### src/rtl/m_imem_loader_pkg.sv
// rtl/m_imem_loader_pkg.sv - shared state encodings and frame constants for the instruction-memory loader.
package m_imem_loader_pkg;

  localparam int WORD_BYTES = 4;

  typedef enum logic [2:0] {
    S_IDLE   = 3'd0,
    S_HDR_HI = 3'd1,
    S_HDR_LO = 3'd2,
    S_WORD   = 3'd3,
    S_WRITE  = 3'd4,
    S_DONE   = 3'd5,
    S_ERR    = 3'd6
  } loader_state_t;

  typedef enum logic [1:0] {
    RX_IDLE  = 2'd0,
    RX_START = 2'd1,
    RX_DATA  = 2'd2,
    RX_STOP  = 2'd3
  } rx_state_t;

endpackage

### src/rtl/m_imem_loader_uart_rx.sv
// rtl/m_imem_loader_uart_rx.sv - 8N1 UART byte receiver with input synchroniser and mid-bit sampling.
module m_uart_rx
  import m_imem_loader_pkg::*;
#(
  parameter int CLKS_PER_BIT = 868
) (
  input  logic       w_clk,
  input  logic       w_rst,
  input  logic       w_rxd,
  output logic       w_start,
  output logic       w_byte_valid,
  output logic [7:0] w_byte,
  output logic       w_frame_err
);

  localparam int CW = $clog2(CLKS_PER_BIT);
  localparam logic [CW-1:0] FULL = CW'(CLKS_PER_BIT - 1);
  localparam logic [CW-1:0] HALF = CW'(CLKS_PER_BIT / 2 - 1);

  rx_state_t       r_state;
  rx_state_t       w_next;
  logic            r_sync1;
  logic            r_sync2;
  logic            r_prev;
  logic [CW-1:0]   r_cnt;
  logic [2:0]      r_bit;
  logic [7:0]      r_shift;
  logic            w_tick;
  logic            w_half;

  assign w_tick = (r_cnt == FULL);
  assign w_half = (r_cnt == HALF);
  assign w_byte = r_shift;

  always_comb begin
    w_next       = r_state;
    w_start      = 1'b0;
    w_byte_valid = 1'b0;
    w_frame_err  = 1'b0;
    case (r_state)
      RX_IDLE:  if (r_prev && !r_sync2) w_next = RX_START;
      // A line that is high again at mid start bit was only a glitch.
      RX_START: if (w_half) begin
        if (r_sync2) begin
          w_next = RX_IDLE;
        end else begin
          w_next  = RX_DATA;
          w_start = 1'b1;
        end
      end
      RX_DATA:  if (w_tick && r_bit == 3'd7) w_next = RX_STOP;
      RX_STOP:  if (w_tick) begin
        w_next       = RX_IDLE;
        w_byte_valid = r_sync2;
        w_frame_err  = !r_sync2;
      end
      default:  w_next = RX_IDLE;
    endcase
  end

  always_ff @(posedge w_clk or posedge w_rst) begin
    if (w_rst) begin
      r_state <= RX_IDLE;
    end else begin
      r_state <= w_next;
    end
  end

  always_ff @(posedge w_clk or posedge w_rst) begin
    if (w_rst) begin
      r_sync1 <= 1'b1;
      r_sync2 <= 1'b1;
      r_prev  <= 1'b1;
      r_cnt   <= '0;
      r_bit   <= '0;
      r_shift <= '0;
    end else begin
      r_sync1 <= w_rxd;
      r_sync2 <= r_sync1;
      r_prev  <= r_sync2;
      if (r_state == RX_IDLE || (r_state == RX_START && w_half) || w_tick) begin
        r_cnt <= '0;
      end else begin
        r_cnt <= r_cnt + 1'b1;
      end
      if (r_state == RX_START) begin
        r_bit <= '0;
      end
      if (r_state == RX_DATA && w_tick) begin
        r_shift <= {r_sync2, r_shift[7:1]};
        r_bit   <= r_bit + 1'b1;
      end
    end
  end

endmodule

### src/rtl/m_imem_loader.sv
// rtl/m_imem_loader.sv - UART program loader: frames header and words, writes them to instruction memory.
module m_imem_loader
  import m_imem_loader_pkg::*;
#(
  parameter int CLKS_PER_BIT = 868,
  parameter int ADDR_W       = 11,
  parameter int MAX_WORDS    = 2048
) (
  input  logic              w_clk,
  input  logic              w_rst,
  input  logic              w_rxd,
  output logic              w_we,
  output logic [ADDR_W-1:0] w_addr,
  output logic [31:0]       w_wdata,
  output logic              w_busy,
  output logic              w_done,
  output logic              w_err
);

  localparam logic [15:0] MAX_N     = 16'(MAX_WORDS);
  localparam logic [1:0]  LAST_BYTE = 2'(WORD_BYTES - 1);

  loader_state_t     r_state;
  loader_state_t     w_next;
  logic              w_start;
  logic              w_byte_valid;
  logic [7:0]        w_byte;
  logic              w_frame_err;
  logic [7:0]        r_n_hi;
  logic [15:0]       r_n;
  logic [15:0]       w_n_full;
  logic [ADDR_W-1:0] r_idx;
  logic [1:0]        r_bidx;
  logic [31:0]       r_wdata;
  logic              r_done;
  logic              r_err;
  logic              w_last;

  m_uart_rx #(
    .CLKS_PER_BIT(CLKS_PER_BIT)
  ) u_rx (
    .w_clk       (w_clk),
    .w_rst       (w_rst),
    .w_rxd       (w_rxd),
    .w_start     (w_start),
    .w_byte_valid(w_byte_valid),
    .w_byte      (w_byte),
    .w_frame_err (w_frame_err)
  );

  assign w_n_full = {r_n_hi, w_byte};
  assign w_last   = ((16'(r_idx) + 16'd1) == r_n);
  assign w_we     = (r_state == S_WRITE);
  assign w_busy   = (r_state == S_HDR_HI) || (r_state == S_HDR_LO) ||
                    (r_state == S_WORD)   || (r_state == S_WRITE);
  assign w_addr   = r_idx;
  assign w_wdata  = r_wdata;
  assign w_done   = r_done;
  assign w_err    = r_err;

  always_comb begin
    w_next = r_state;
    case (r_state)
      S_IDLE:   if (w_start) w_next = S_HDR_HI;
      S_HDR_HI: begin
        if (w_frame_err)       w_next = S_ERR;
        else if (w_byte_valid) w_next = S_HDR_LO;
      end
      S_HDR_LO: begin
        if (w_frame_err) begin
          w_next = S_ERR;
        end else if (w_byte_valid) begin
          if (w_n_full == 16'd0)      w_next = S_DONE;
          else if (w_n_full > MAX_N)  w_next = S_ERR;
          else                        w_next = S_WORD;
        end
      end
      S_WORD: begin
        if (w_frame_err)                              w_next = S_ERR;
        else if (w_byte_valid && r_bidx == LAST_BYTE) w_next = S_WRITE;
      end
      S_WRITE:  w_next = w_last ? S_DONE : S_WORD;
      // A start bit landing in the single DONE/ERR cycle still begins a frame.
      S_DONE, S_ERR: w_next = w_start ? S_HDR_HI : S_IDLE;
      default:  w_next = S_IDLE;
    endcase
  end

  always_ff @(posedge w_clk or posedge w_rst) begin
    if (w_rst) begin
      r_state <= S_IDLE;
    end else begin
      r_state <= w_next;
    end
  end

  always_ff @(posedge w_clk or posedge w_rst) begin
    if (w_rst) begin
      r_n_hi  <= '0;
      r_n     <= '0;
      r_idx   <= '0;
      r_bidx  <= '0;
      r_wdata <= '0;
      r_done  <= 1'b0;
      r_err   <= 1'b0;
    end else begin
      if (r_state == S_HDR_HI && w_byte_valid) begin
        r_n_hi <= w_byte;
      end
      if (r_state == S_HDR_LO && w_byte_valid) begin
        r_n    <= w_n_full;
        r_idx  <= '0;
        r_bidx <= '0;
      end
      if (r_state == S_WORD && w_byte_valid) begin
        r_wdata <= {r_wdata[23:0], w_byte};
        r_bidx  <= r_bidx + 1'b1;
      end
      // Holding the index on the last word keeps w_addr within 0..N-1.
      if (r_state == S_WRITE && !w_last) begin
        r_idx <= r_idx + 1'b1;
      end
      if (w_next == S_HDR_HI && r_state != S_HDR_HI) begin
        r_done <= 1'b0;
        r_err  <= 1'b0;
      end
      if (w_next == S_DONE) r_done <= 1'b1;
      if (w_next == S_ERR)  r_err  <= 1'b1;
    end
  end

endmodule
### config.mk
export PLATFORM = sky130hd
export DESIGN_NAME = m_imem_loader
export DESIGN_NICKNAME = d
export VERILOG_FILES = /design/src/rtl/m_imem_loader_pkg.sv /design/src/rtl/m_imem_loader_uart_rx.sv /design/src/rtl/m_imem_loader.sv
export SDC_FILE = /design/constraint.sdc
export NUM_CORES = 1
export LEC_CHECK = 0
export ABC_CLOCK_PERIOD_IN_PS = 6000
export CORE_MARGIN = 3
export CORE_UTILIZATION = 35
export DETAILED_ROUTE_END_ITERATION = 10
export GPL_TIMING_DRIVEN = 0
export SYNTH_ARGS = -nofsm -noshare
export SYNTH_HDL_FRONTEND = slang
export SYNTH_SLANG_ARGS = --single-unit
### constraint.sdc
create_clock -name w_clk -period 6 [get_ports w_clk]
set_clock_uncertainty 0.15 [all_clocks]
set_input_delay 1.5 -clock w_clk [delete_from_list [all_inputs] [get_ports w_clk]]
set_output_delay 1.5 -clock w_clk [all_outputs]
set_load 0.02 [all_outputs]
---- After elaboration in Yosys (flattened, before gate mapping) ----
Cells that the tools add are included.
storage, ports and cells
  flip-flop bits (word level) ............. 100
  input port bits ......................... 3
  output and inout port bits .............. 47
  logic and storage cells ................. 105
operators by class
  add/sub/neg operators ................... 5
  order comparisons ....................... 1
  equality and inequality tests ........... 22
  mux-type cells .......................... 35
  reduce and logical (&&, ||, !) cells .... 27
operator list
  operator                                                          count
  two-way mux 3 bit                                                 12
  two-way mux 11 bit                                                2
  == test 3 bit (second input constant)                             6
  case mux 3 bit (6 select lines)                                   1
  == test 12 x 16 -> 1 bit                                          1
  greater-than comparator 16 x 12 -> 1 bit (second input constant)  1
  zero test 16 bit                                                  1
  two-way mux 2 bit                                                 7
  adder 11 x 1 -> 12 bit (second input constant)                    1
  adder 11 x 1 -> 11 bit (second input constant)                    1
  two-way mux 1 bit                                                 11
  adder 10 x 1 -> 10 bit (second input constant)                    1
  == test 10 bit (second input constant)                            1
  == test 10 x 9 -> 1 bit (second input constant)                   1
  logical AND 1 bit                                                 10
  two-way mux 10 bit                                                1
  nonzero test 2 bit                                                5
  != test 2 x 1 -> 1 bit (second input constant)                    4
  case mux 2 bit (4 select lines)                                   1
  == test 2 bit (second input constant)                             3
  == test 3 x 1 -> 1 bit (second input constant)                    2
  == test 3 x 2 -> 1 bit (second input constant)                    2
  logical OR 1 bit                                                  5
  AND reduction 4 bit                                               1
  8 further kinds                                                   9

---- Depth between registers and ports, before layout ----
Gate-level depths: netlist of the first run.
  depth in word-level cells ............... 11
  gate-level depth with buffers ........... 10
  gate-level depth less buffers ........... 9

---- Modules after synthesis ----
From an unflattened synthesis of the first run, not the netlist that was laid out.
second synthesis, totals
  cells, all modules ...................... 459
  area total of the unflattened synthesis .. 4869.7 µm²
by module, submodules not included
  module         times used  cells an instance  area each (µm²)  sequential area each (µm²)
  m_imem_loader  1           349                3613.5           1851.8
  m_uart_rx      1           110                1256.2           654.4

---- Least setup slack after synthesis of the first run ----
Ideal clock, no wire load.
  kind .................................... reg-to-reg
  start point ............................. reg r_idx[0], in the netlist w_addr[0]
  end point ............................... reg r_done, in the netlist w_done
  setup time .............................. 0.121 ns
  data arrival time ....................... 2.600 ns
  data required time ...................... 5.729 ns
  path slack .............................. 3.129 ns
  cell stages (with the launch flop) ...... 11
  path buffers ............................ 2
  period minus slack after synthesis ...... 2.871 ns
  cell sequence ........................... dfrtp_1 -> ha_1 -> nand3_1 -> clkbuf_1 -> o21ai_0 -> o311ai_0 -> or4b_4 -> a211oi_2 -> buf_4 -> o221ai_2 -> a22o_1
between the ends
  cells in the longest elaborated chain, start to end .. 7
  elaborated cells on any way between the ends .. 9
  classes of those cells .................. add/sub (1); eq/ne (3); mux (3); reduce/logical (2)
RTL lines
  what                                 RTL line              source
  from (decl)                          m_imem_loader.sv:32   logic [ADDR_W-1:0] r_idx;
  from (signal assigned)               m_imem_loader.sv:121  r_idx <= r_idx + 1'b1;
  adder 11 x 1 -> 12 bit (*)           m_imem_loader.sv:52   assign w_last = ((16'(r_idx) + 16'd1) == r_n);
  == test 12 x 16 -> 1 bit (*)         m_imem_loader.sv:52
  two-way mux 3 bit (*)                m_imem_loader.sv:82   S_WRITE: w_next = w_last ? S_DONE : S_WORD;
  case mux 3 bit (6 select lines) (*)  m_imem_loader.sv:63   case (r_state)
  == test 3 x 1 -> 1 bit               m_imem_loader.sv:123  if (w_next == S_HDR_HI && r_state != S_HDR_HI) begin
  logical AND 1 bit                    m_imem_loader.sv:123
  nonzero test 2 bit (no source line)  -
  to (signal assigned)                 m_imem_loader.sv:104  r_done <= 1'b0;
  to (signal assigned)                 m_imem_loader.sv:124  r_done <= 1'b0;
  to (signal assigned)                 m_imem_loader.sv:127  if (w_next == S_DONE) r_done <= 1'b1;
  to (decl)                            m_imem_loader.sv:35   logic r_done;
Mark *: on every way between the ends. The rest lies on a longest branch, timed or not.
A chain may end at the register's enable or synchronous reset.

---- Worst setup path after layout of the first run ----
  start point ............................. reg r_state[1]
  end point ............................... out w_we
between the ends
  cells in the longest elaborated chain, start to end .. 1
RTL lines
  what                    RTL line             source
  from (decl)             m_imem_loader.sv:23  loader_state_t r_state;
  from (signal assigned)  m_imem_loader.sv:93  r_state <= w_next;
  == test 3 bit           m_imem_loader.sv:53  assign w_we = (r_state == S_WRITE);
  to (decl)               m_imem_loader.sv:12  output logic w_we,
Every way passes these cells.

==> results.py, run 1 <==
metrics = {
    "worst_hold_path": {
        "min_path_type": "reg -> reg",
        "hold_end": "u_rx.r_sync2$_DFF_PP1_",
        "worst_hold_path.num_cells": 0,
        "min_from": "u_rx.r_sync1$_DFF_PP1_",
    },
    "power_and_ir_drop": {
        "vdd_drop_max_mv": 0.1331,
        "combPwrFrac_pct": 5.5,
        "seqPwrFrac_pct": 52.9,
        "power_frac_clock_pct": 41.6,
        "p_int_mw": 1.011,
        "total_power_mw": 1.350,
        "p_leak_nw": 2.709,
        "p_sw_uw": 339.8,
        "p_sw_share_pct": 25.16,
        "power_density_nw_per_um2": 231.3,
    },
    "sta": {
        "relSlewSlack_pct": 54.29,
        "fmax_ghz": 0.2509,
        "setup_viol": 0,
        "max_slew.worst_pin.slew_ps": 681.1,
        "setup_slack_ps": 2015,
        "final.period_utilization_pct": 66.42,
        "rsz0062_at_grt": "no",
        "finalSetupTns_ps": 0,
        "hold_violations": 0,
        "slew_violations": 0,
        "period_needed_ps": 3985,
    },
    "yosys": {
        "yosysTopAreaCell": "dfrtp_1",
        "syn_area_per_cell_um2": 9.886,
        "syn_area_um2": 4815,
        "yosysSeqAreaShare_pct": 52.05,
        "ys_types": 56,
        "syn_inst": 487,
        "yosysTopAreaCellShare_pct": 50.42,
        "synth_edf_count": 0,
        "synth_ff_type": "dfrtp_1",
        "yosys_warnings": 0,
        "async_reset_ff_share_pct": 100.0,
        "synth_area_leaders": "dfrtp_1 50%, nand2_1 9.3%, mux2_2 7.5%, xor2_1 2.4%, nor2_1 2.3%",
        "ys_ff_latch": 100,
        "syn_nets": 496,
    },
    "placement": {
        "dp_slack_ps": 2423,
        "post_dp_cell_area_um2": 5555,
        "dp_hpwl_mm": 7.824,
        "gp_congestion": 0.8509,
        "place.port_buffers": 49,
    },
    "cts": {
        "path_clk_slew_ps": 70,
        "cts_num_sinks": 100,
        "cts_htree_levels": 3,
        "cts_tree": "yes",
        "cts_buffers": 9,
        "cts_root_buffer": "clkbuf_16",
        "insertion_delay_ps": 360,
        "post_cts_resize_count": 0,
        "ctsHoldBuffers": 0,
        "clockBufferDepth": 2,
        "cts_setup_buffers": 0,
    },
    "layout": {
        "fillCellCount": 1288,
        "multiInputGateArea_um2": 2156,
        "area_delta_synth_final_pct": 21.26,
        "final_area_um2": 5838,
        "sequential_cell_area_um2": 2506,
        "diodes": 0,
        "nets": 557,
        "drive_gt1_share_pct": 12.48,
    },
    "grt": {
        "overflow": 0,
        "antenna_found_initial": 0,
        "grt_util_all_layers_pct": 14.97,
        "grt_max_degree": 56,
        "grt_pass1_wl_mm": 17.84,
        "grt_pass1_vias": 3610,
    },
    "worst_setup_path": {
        "critPathLaunchType": "flop",
        "cp_cell_sequence": "clkbuf_1 > nor2_1 > nand2_1 > inv_1 > clkdlybuf4s50_1",
        "ff2ff_path_depth": 9,
        "critPathBufInv": 3,
        "timing.rr.end": "w_done$_DFFE_PP0P_",
        "critPathArrivalTime_ps": 2340,
        "cp_slowest_cell": "clkdlybuf4s50_1",
        "path_class": "reg -> out",
        "critPathMaxFanout": 10,
        "crit_family": "buffers and inverters",
        "critPathCaptureType": "output pin",
        "critPathMaxStageDelay_ps": 650,
        "reg2reg_from": "w_addr[0]$_DFFE_PP0P_",
        "critPathRequiredTime_ps": 4350,
        "r2r_setup_slack_ps": 2670,
    },
    "floorplan": {
        "io-pin-count": 50,
        "die_h_um": 123.3,
        "rows": 42,
        "core-area_um2": 13350,
        "die_area_um2": 15200,
        "start_util_pct": 36.07,
        "die_w_um": 123.3,
    },
    "routing": {
        "routedWlPerCell_um": 14.89,
        "post-route-drc-count": 0,
        "first_pass_iters": 4,
        "final_antenna_net_count": 0,
        "vias": 3727,
        "vias_per_cell": 5.112,
        "initialDrtViolationCount": 246,
        "routed_wl_mm": 10.86,
    },
    "status": {
        "outcome": "finished clean",
    },
    "flow_run": {
        "cap_violations": 0,
    },
}
## worst max path at each step
stage | depth (start not counted) | start | to | slack [ps]
3_5_place_dp | 5 | r_state[1]$_DFF_PP0_ | w_we | 2420
6_report | 5 | r_state[1]$_DFF_PP0_ | w_we | 2010
2_1_floorplan | 1 | w_rst | asynchronous set/reset pin | 1740
5_1_grt | 5 | r_state[1]$_DFF_PP0_ | w_we | 1880
3_3_place_gp | 2 | w_rst | u_rx.r_cnt[5]$_DFF_PP0_ | 250
4_1_cts | 5 | r_state[1]$_DFF_PP0_ | w_we | 2030
## metrics by stage
stage / utilization [%] / cells / hold WS (ps)
floorplan: - / 487 / 195.2
global placement: 41.39 / 712 / 198.4
detailed placement: 41.62 / 713 / 198.4
CTS: 43.74 / 729 / 209.1
global route: 43.74 / 729 / 214.9
finish: 43.74 / 729 / 208.1
## state kept, by name, summed over array words and instances (netlist names), named ones only
name and cells:
w_wdata 32, r_n 16, w_addr 11, u_rx.r_cnt 10, r_n_hi 8, u_rx.w_byte 8, r_state 3, u_rx.r_bit 3
r_bidx 2, u_rx.r_prev 1, u_rx.r_state 1, u_rx.r_sync1 1, u_rx.r_sync2 1, w_done 1, w_err 1
## worst register-to-register path: cells and delay by family, from the launching register on
kind / cells / cell delay, ps
flops: 1 / 520
compound gates: 4 / 1150
buf+inv: 1 / 240
fa+ha+maj: 1 / 330
simple gates: 3 / 890
## power groups by stage
stage / clock, mW / sequential [mW] / combinational, mW
2_1_floorplan: 0 / 0.722 / 0.0597
3_3_place_gp: 0 / 0.726 / 0.0728
3_5_place_dp: 0 / 0.728 / 0.0768
4_1_cts: 0.579 / 0.715 / 0.0770
5_1_grt: 0.606 / 0.718 / 0.0877
6_report: 0.561 / 0.714 / 0.0747
## logic make-up after synthesis
family | synth area share [%]
and+or+nand+nor | 20.92
DFF | 52.05
AOI/OAI and AO/OA | 10.42
xor gates and xnor gates | 4.184
muxes | 7.692
adders and majority gates | 1.559
buffers and inverters | 3.170
## cell type report
class | instances | area share [%]
sequential | 100 | 42.93
multi-input combinational | 349 | 36.93
timing repair buffer | 50 | 8.873
clock buffer | 9 | 3.858
tap | 176 | 3.772
buffer | 24 | 1.715
clock inverter | 7 | 0.9859
inverter | 14 | 0.9430
## synthesized netlist by cell type (2+ instances only)
master / number
a211o_1: 2
a211oi_1: 8
a21oi_1: 7
a22o_1: 2
a31o_1: 5
a31oi_1: 4
and3_1: 4
and4_1: 4
buf_2: 5
clkbuf_1: 18
dfrtp_1: 97
dfstp_2: 3
ha_1: 6
inv_1: 14
mux2_2: 32
nand2_1: 119
nand2b_1: 9
nand3_1: 13
nand4_1: 5
nor2_1: 29
nor2b_1: 2
nor3_1: 5
nor3b_1: 4
nor4_1: 5
o2111ai_1: 2
o211ai_1: 2
o21ai_0: 9
o21ai_1: 3
o22ai_1: 5
o311ai_0: 2
o31ai_1: 6
or2_2: 4
or3_1: 6
or4_1: 3
xnor2_1: 10
xor2_1: 13
## per-layer routing
layer	GRT usage (%)	vias up	part of all wire, %	routed length, um
met3	2.608	19	4.5	493
met1	20.67	1806	48	5172
met4	7.682	0	2.7	297
met2	22.60	91	45	4892
met5	0	-	0	0
li1	-	1811	-	-
## placed cells by master (no fill, tap or decap), drive strengths merged, types with 3 or more instances in the layout
master,count
a211oi,9
a21oi,7
a31o,5
a31oi,4
and3,4
and4,4
buf,7
clkbuf,27
clkdlybuf4s50,49
dfrtp,97
dfstp,3
ha,6
inv,18
mux2,32
nand2,119
nand2b,9
nand3,13
nand4,5
nor2,29
nor3,5
nor3b,4
nor4,5
o21ai,13
o22ai,5
o31ai,6
or2,4
or3,6
or4,3
xnor2,10
xor2,13
Power figures use the tool's default switching activity.
==> inputs of run 2 (changes only) <==
--- a/config.mk
+++ b/config.mk
@@ -5,7 +5,7 @@
 export SDC_FILE = /design/constraint.sdc
 export NUM_CORES = 1
 export LEC_CHECK = 0
-export ABC_CLOCK_PERIOD_IN_PS = 6000
+export ABC_CLOCK_PERIOD_IN_PS = 3350
 export CORE_MARGIN = 3
 export CORE_UTILIZATION = 35
 export DETAILED_ROUTE_END_ITERATION = 10
==> constraint.sdc (replaced) <==
create_clock -name w_clk -period 3.35 [get_ports w_clk]
set_clock_uncertainty 0.15 [all_clocks]
set_input_delay 0.8375 -clock w_clk [delete_from_list [all_inputs] [get_ports w_clk]]
set_output_delay 0.8375 -clock w_clk [all_outputs]
set_load 0.02 [all_outputs]
==> run 2 against run 1 <==
Net effect: count of clock-buffer cells in the layout rose by 1; via count rose by 0.19%; routed wire length rose by 1.3%.
==> results.py, run 2 (synthesis results as in run 1) <==
metrics = {
    "cts": {
        "cts_setup_buffers": 0,
        "insertion_delay_ps": 350,
        "cts_tree": "yes",
        "cts_htree_levels": 3,
        "path_clk_slew_ps": 70,
        "cts_root_buffer": "clkbuf_16",
        "cts_num_sinks": 100,
        "ctsHoldBuffers": 0,
        "clockBufferDepth": 2,
        "cts_buffers": 9,
    },
    "sta": {
        "rsz0062_at_grt": "yes",
        "finalSetupTns_ps": 0,
        "setup_viol": 0,
        "hold_violations": 0,
        "slew_violations": 0,
        "period_needed_ps": 3214,
        "relSlewSlack_pct": 48.90,
        "final.period_utilization_pct": 95.93,
        "max_slew.worst_pin.slew_ps": 764.8,
        "fmax_ghz": 0.3112,
    },
    "grt": {
        "overflow": 0,
        "grt_pass1_vias": 3714,
        "grt_pass1_wl_mm": 18.45,
        "antenna_found_initial": 0,
        "grt_max_degree": 40,
        "grt_util_all_layers_pct": 15.55,
    },
    "worst_setup_path": {
        "reg2reg_from": "w_addr[0]$_DFFE_PP0P_",
        "startpoint": "r_state[1]$_DFF_PP0_",
        "critPathLaunchType": "flop",
        "timing.rr.end": "w_done$_DFFE_PP0P_",
        "critPathMaxFanout": 10,
        "critPathRequiredTime_ps": 2360,
        "path_class": "reg -> out",
        "critPathArrivalTime_ps": 2230,
        "critPathCaptureType": "output pin",
        "r2r_setup_slack_ps": 210,
        "ff2ff_path_depth": 10,
    },
    "layout": {
        "nets": 558,
        "largest_reg_flops": 32,
        "area_delta_synth_final_pct": 22.12,
        "mostFrequentLayoutCell": "nand2_1",
        "mostFrequentLayoutCells": "119 x nand2_1, 95 x dfrtp_1, 49 x clkdlybuf4s50_1",
        "final_core_util_pct": 44.05,
        "drive_gt1_share_pct": 13.72,
        "fillCellCount": 1293,
        "diodes": 0,
    },
    "floorplan": {
        "rows": 42,
        "die_w_um": 123.3,
        "core-area_um2": 13350,
        "start_util_pct": 36.07,
        "die_area_um2": 15200,
        "io-pin-count": 50,
        "die_h_um": 123.3,
    },
    "power_and_ir_drop": {
        "power_density_nw_per_um2": 415.5,
        "p_sw_uw": 609.5,
        "combPwrFrac_pct": 5.7,
        "p_sw_share_pct": 24.95,
        "p_int_mw": 1.833,
        "seqPwrFrac_pct": 52.3,
        "vdd_drop_max_mv": 0.2457,
        "p_leak_nw": 2.709,
        "power_frac_clock_pct": 42.0,
    },
    "placement": {
        "place.port_buffers": 49,
        "gp_congestion": 0.8792,
        "dp_hpwl_mm": 7.876,
    },
    "routing": {
        "initialDrtViolationCount": 327,
        "first_pass_iters": 4,
        "post-route-drc-count": 0,
        "final_antenna_net_count": 0,
        "routed_wl_mm": 10.99,
        "vias_per_cell": 5.115,
        "routedWlPerCell_um": 15.06,
        "vias": 3734,
    },
    "worst_hold_path": {
        "worst_hold_path.num_cells": 0,
        "min_from": "u_rx.r_sync1$_DFF_PP1_",
        "min_path_type": "reg -> reg",
        "hold_end": "u_rx.r_sync2$_DFF_PP1_",
    },
    "status": {
        "outcome": "finished clean",
    },
    "flow_run": {
        "cap_violations": 0,
    },
}
run 2: changes by cell type in the layout (fill, tap and decap cells not counted), sizes merged:
| cell | delta |
|---|---|
| clkinvlp | +1 |
| inv | -1 |
| buf | +1 |
| clkinv | -1 |
| clkbuf | +1 |
run 2: routing by layer:
metal | up-vias | GRT usage [%] | share of wire, %
li1 | 1821 | - | -
met1 | 1812 | 21.07 | 47
met3 | 16 | 2.653 | 4.2
met4 | 0 | 7.059 | 2.3
met2 | 85 | 24.43 | 46
met5 | - | 0 | 0
run 2: repair_timing:
item                                    4_1_cts  5_1_grt
resized for setup                             1        5
endpoints found under the setup margin        1       16
gates cloned                                  0        0
pin swaps                                     0        0
run 2: cell type report:
| type | count | area [um^2] | area share (%) |
|---|---|---|---|
| Clock inverter | 6 | 52.55 | 0.8938 |
| Clock buffer | 10 | 239.0 | 4.065 |
| Sequential cell | 100 | 2509 | 42.67 |
| Timing Repair Buffer | 51 | 530.5 | 9.023 |
| Inverter | 14 | 56.30 | 0.9577 |
| Multi-Input combinational cell | 349 | 2172 | 36.94 |
| Tap cell | 176 | 220.2 | 3.745 |
| Buffer | 24 | 100.1 | 1.702 |
run 2: metrics by stage:
| step | hold slack, ps | area [um^2] | setup slack [ps] | power, mW | std cells |
|---|---|---|---|---|---|
| final | 205.7 | 5879 | 136.4 | 2.443 | 730 |
| after CTS | 206.9 | 5866 | 34.72 | 2.477 | 730 |
| after floorplan | 195.2 | 4818 | 479.2 | 1.400 | 487 |
| after global routing | 215.9 | 5879 | -1.861 | 2.558 | 730 |
| after detailed placement | 196.8 | 5569 | 20.15 | 1.443 | 714 |
| after global placement | 198.1 | 5529 | 115.7 | 1.431 | 712 |
run 2: worst max-delay path by stage:
stage	end	slack [ps]	depth (start not counted)
after floorplan	w_done$_DFFE_PP0P_	480	10
after global placement	w_done$_DFFE_PP0P_	120	9
after detailed placement	w_done$_DFFE_PP0P_	20	9
after CTS	w_we	30	5
after global routing	w_done$_DFFE_PP0P_	-2	10
final	w_we	140	5
run 2: power by group through the flow:
stage	registers (mW)	clock network [mW]	logic, mW
6_report	1.28	1.03	0.139
5_1_grt	1.29	1.11	0.161
4_1_cts	1.28	1.06	0.141
3_5_place_dp	1.30	0	0.140
3_3_place_gp	1.30	0	0.131
2_1_floorplan	1.29	0	0.107
run 2: critical path, stage by stage, from the launching register on:
cell and delay [ps]:
dfrtp_1 360, clkbuf_1 230, nor2_2 250, nand2_1 150, inv_1 230, clkdlybuf4s50_1 650
==> inputs of run 3 (changes only) <==
--- a/config.mk
+++ b/config.mk
@@ -8,6 +8,7 @@
 export ABC_CLOCK_PERIOD_IN_PS = 3350
 export CORE_MARGIN = 3
 export CORE_UTILIZATION = 35
+export CTS_BUF_LIST = sky130_fd_sc_hd__clkbuf_4 sky130_fd_sc_hd__clkbuf_8
 export DETAILED_ROUTE_END_ITERATION = 10
 export GPL_TIMING_DRIVEN = 0
 export SYNTH_ARGS = -nofsm -noshare
==> run 3 against run 2 <==
Net effect: cell area fell by 1.6%; highest routed layer unchanged; flip-flop and latch count unchanged; routed wire length down 1.2%; combinational power barely moved; maximum frequency decreased by 0.35%; register-to-register slack improved by 30 ps; sequential power about the same; largest power group unchanged; critical path depth unchanged; non-clock buffer count unchanged; sequential share of layout area grew 0.71 points.
==> results.py, run 3 (synthesis results as in run 1) <==
metrics = {
    "sta": {
        "relSlewSlack_pct": 47.79,
        "hold_violations": 0,
        "max_slew.worst_pin.slew_ps": 781.5,
        "rsz0062_at_grt": "yes",
        "setup_viol": 0,
        "final.period_utilization_pct": 96.27,
        "slew_violations": 0,
        "period_needed_ps": 3225,
        "fmax_ghz": 0.3101,
        "setup_slack_ps": 125.0,
    },
    "cts": {
        "cts_tree": "yes",
        "cts_htree_levels": 3,
        "insertion_delay_ps": 380,
        "ctsHoldBuffers": 0,
        "cts_buffers": 9,
        "clockBufferDepth": 2,
        "cts_num_sinks": 100,
        "path_clk_slew_ps": 100,
        "cts_root_buffer": "clkbuf_8",
    },
    "layout": {
        "final_area_um2": 5783,
        "largest_reg_flops": 32,
        "diodes": 0,
        "area_delta_synth_final_pct": 20.11,
        "mostFrequentLayoutCells": "119 x nand2_1, 95 x dfrtp_1, 49 x clkdlybuf4s50_1",
        "mostFrequentLayoutCell": "nand2_1",
        "final_core_util_pct": 43.33,
        "nets": 558,
        "drive_gt1_share_pct": 13.72,
        "stdcell_count": 730,
    },
    "power_and_ir_drop": {
        "power_density_nw_per_um2": 376.0,
        "vdd_drop_max_mv": 0.2532,
        "p_leak_nw": 2.665,
    },
    "grt": {
        "grt_max_degree": 40,
        "grt_pass1_wl_mm": 18.24,
        "antenna_found_initial": 0,
        "overflow": 0,
        "grt_pass1_vias": 3666,
        "grt_util_all_layers_pct": 15.36,
    },
    "floorplan": {
        "start_util_pct": 36.07,
        "die_area_um2": 15200,
        "core-area_um2": 13350,
        "die_w_um": 123.3,
        "die_h_um": 123.3,
        "rows": 42,
        "io-pin-count": 50,
    },
    "worst_setup_path": {
        "critPathMaxFanout": 10,
        "cp_slowest_cell": "clkdlybuf4s50_1",
        "critPathCaptureType": "output pin",
        "critPathRequiredTime_ps": 2360,
        "reg2reg_from": "w_addr[0]$_DFFE_PP0P_",
        "critPathBufInv": 3,
        "critPathArrivalTime_ps": 2240,
        "startpoint": "r_state[1]$_DFF_PP0_",
        "ff2ff_path_depth": 10,
        "endpoint": "w_we",
        "timing.rr.end": "w_done$_DFFE_PP0P_",
        "path_class": "reg -> out",
        "cp_cell_sequence": "clkbuf_1 > nor2_4 > nand2_1 > inv_1 > clkdlybuf4s50_1",
        "crit_family": "buffers and inverters",
        "cp_num_cells": 5,
        "r2r_setup_slack_ps": 240,
        "critPathLaunchType": "flop",
        "critPathMaxStageDelay_ps": 650,
    },
    "routing": {
        "routedWlPerCell_um": 14.87,
        "first_pass_iters": 4,
        "vias_per_cell": 5.115,
        "initialDrtViolationCount": 348,
        "routed_wl_mm": 10.86,
        "final_antenna_net_count": 0,
        "post-route-drc-count": 0,
        "vias": 3734,
    },
    "flow_run": {
        "cap_violations": 0,
    },
    "worst_hold_path": {
        "min_path_type": "reg -> reg",
    },
    "placement": {
        "post_dp_cell_area_um2": 5569,
        "dp_slack_ps": 20.15,
        "gp_congestion": 0.8792,
        "place.port_buffers": 49,
        "dp_hpwl_mm": 7.876,
        "placedCellCount": 714,
    },
    "status": {
        "outcome": "finished clean",
    },
}
run 3: cell count changes in the layout (fill, tap and decap cells not counted):
cell,delta
clkbuf_16,-9
nor2_4,+1
nor2_2,-1
clkbuf_8,+9
run 3: layer usage:
layer / vias up / global-route usage, % / wire, um
met2: 72 / 23.75 / 5080
li1: 1808 / - / -
met1: 1838 / 21.16 / 5086
met3: 16 / 2.516 / 474
met5: - / 0 / 0
met4: 0 / 7.059 / 216
run 3: worst min-delay path by stage:
stage / from / end / slack (ps) / cells after the start
after detailed placement: u_rx.r_sync1$_DFF_PP1_ / u_rx.r_sync2$_DFF_PP1_ / 200 / 0
after floorplan: u_rx.r_sync1$_DFF_PP1_ / u_rx.r_sync2$_DFF_PP1_ / 200 / 0
after global placement: u_rx.r_sync1$_DFF_PP1_ / u_rx.r_sync2$_DFF_PP1_ / 200 / 0
after CTS: u_rx.r_sync1$_DFF_PP1_ / u_rx.r_sync2$_DFF_PP1_ / 210 / 0
final: u_rx.r_sync1$_DFF_PP1_ / u_rx.r_sync2$_DFF_PP1_ / 210 / 0
after global routing: u_rx.r_sync1$_DFF_PP1_ / u_rx.r_sync2$_DFF_PP1_ / 220 / 0
run 3: timing repair:
action,in CTS,in global routing
gates resized for setup,0,7
pin swaps,0,0
setup endpoints to repair,1,16
setup buffers,0,0
run 3: layout make-up:
type                    count  area (um^2)
fillers                  1301         7565
flip-flops and latches    100         2509
multi-input cells         349         2177
repair buffers             51        530.5
well taps                 176        220.2
clock buffers              10        137.6
plain buffers              24        100.1
inverters                  14        56.30
clock inverters             6        52.55
run 3: per-stage QoR:
step | power [mW] | hold WS, ps | setup TNS, ps
3_3_place_gp | 1.431 | 198.1 | 0
6_report | 2.174 | 210.1 | 0
4_1_cts | 2.208 | 211.0 | -4.319
3_5_place_dp | 1.443 | 196.8 | 0
5_1_grt | 2.289 | 220.6 | -6.297
2_1_floorplan | 1.400 | 195.2 | 0
run 3: power by group:
part           internal (mW)  total [mW]  leakage [nW]  switching [mW]
combinational         0.0556       0.139          1.20          0.0835
sequential              1.24        1.28          1.37          0.0389
clock                  0.304       0.757        0.0918           0.453
total                   1.60        2.17          2.67           0.576
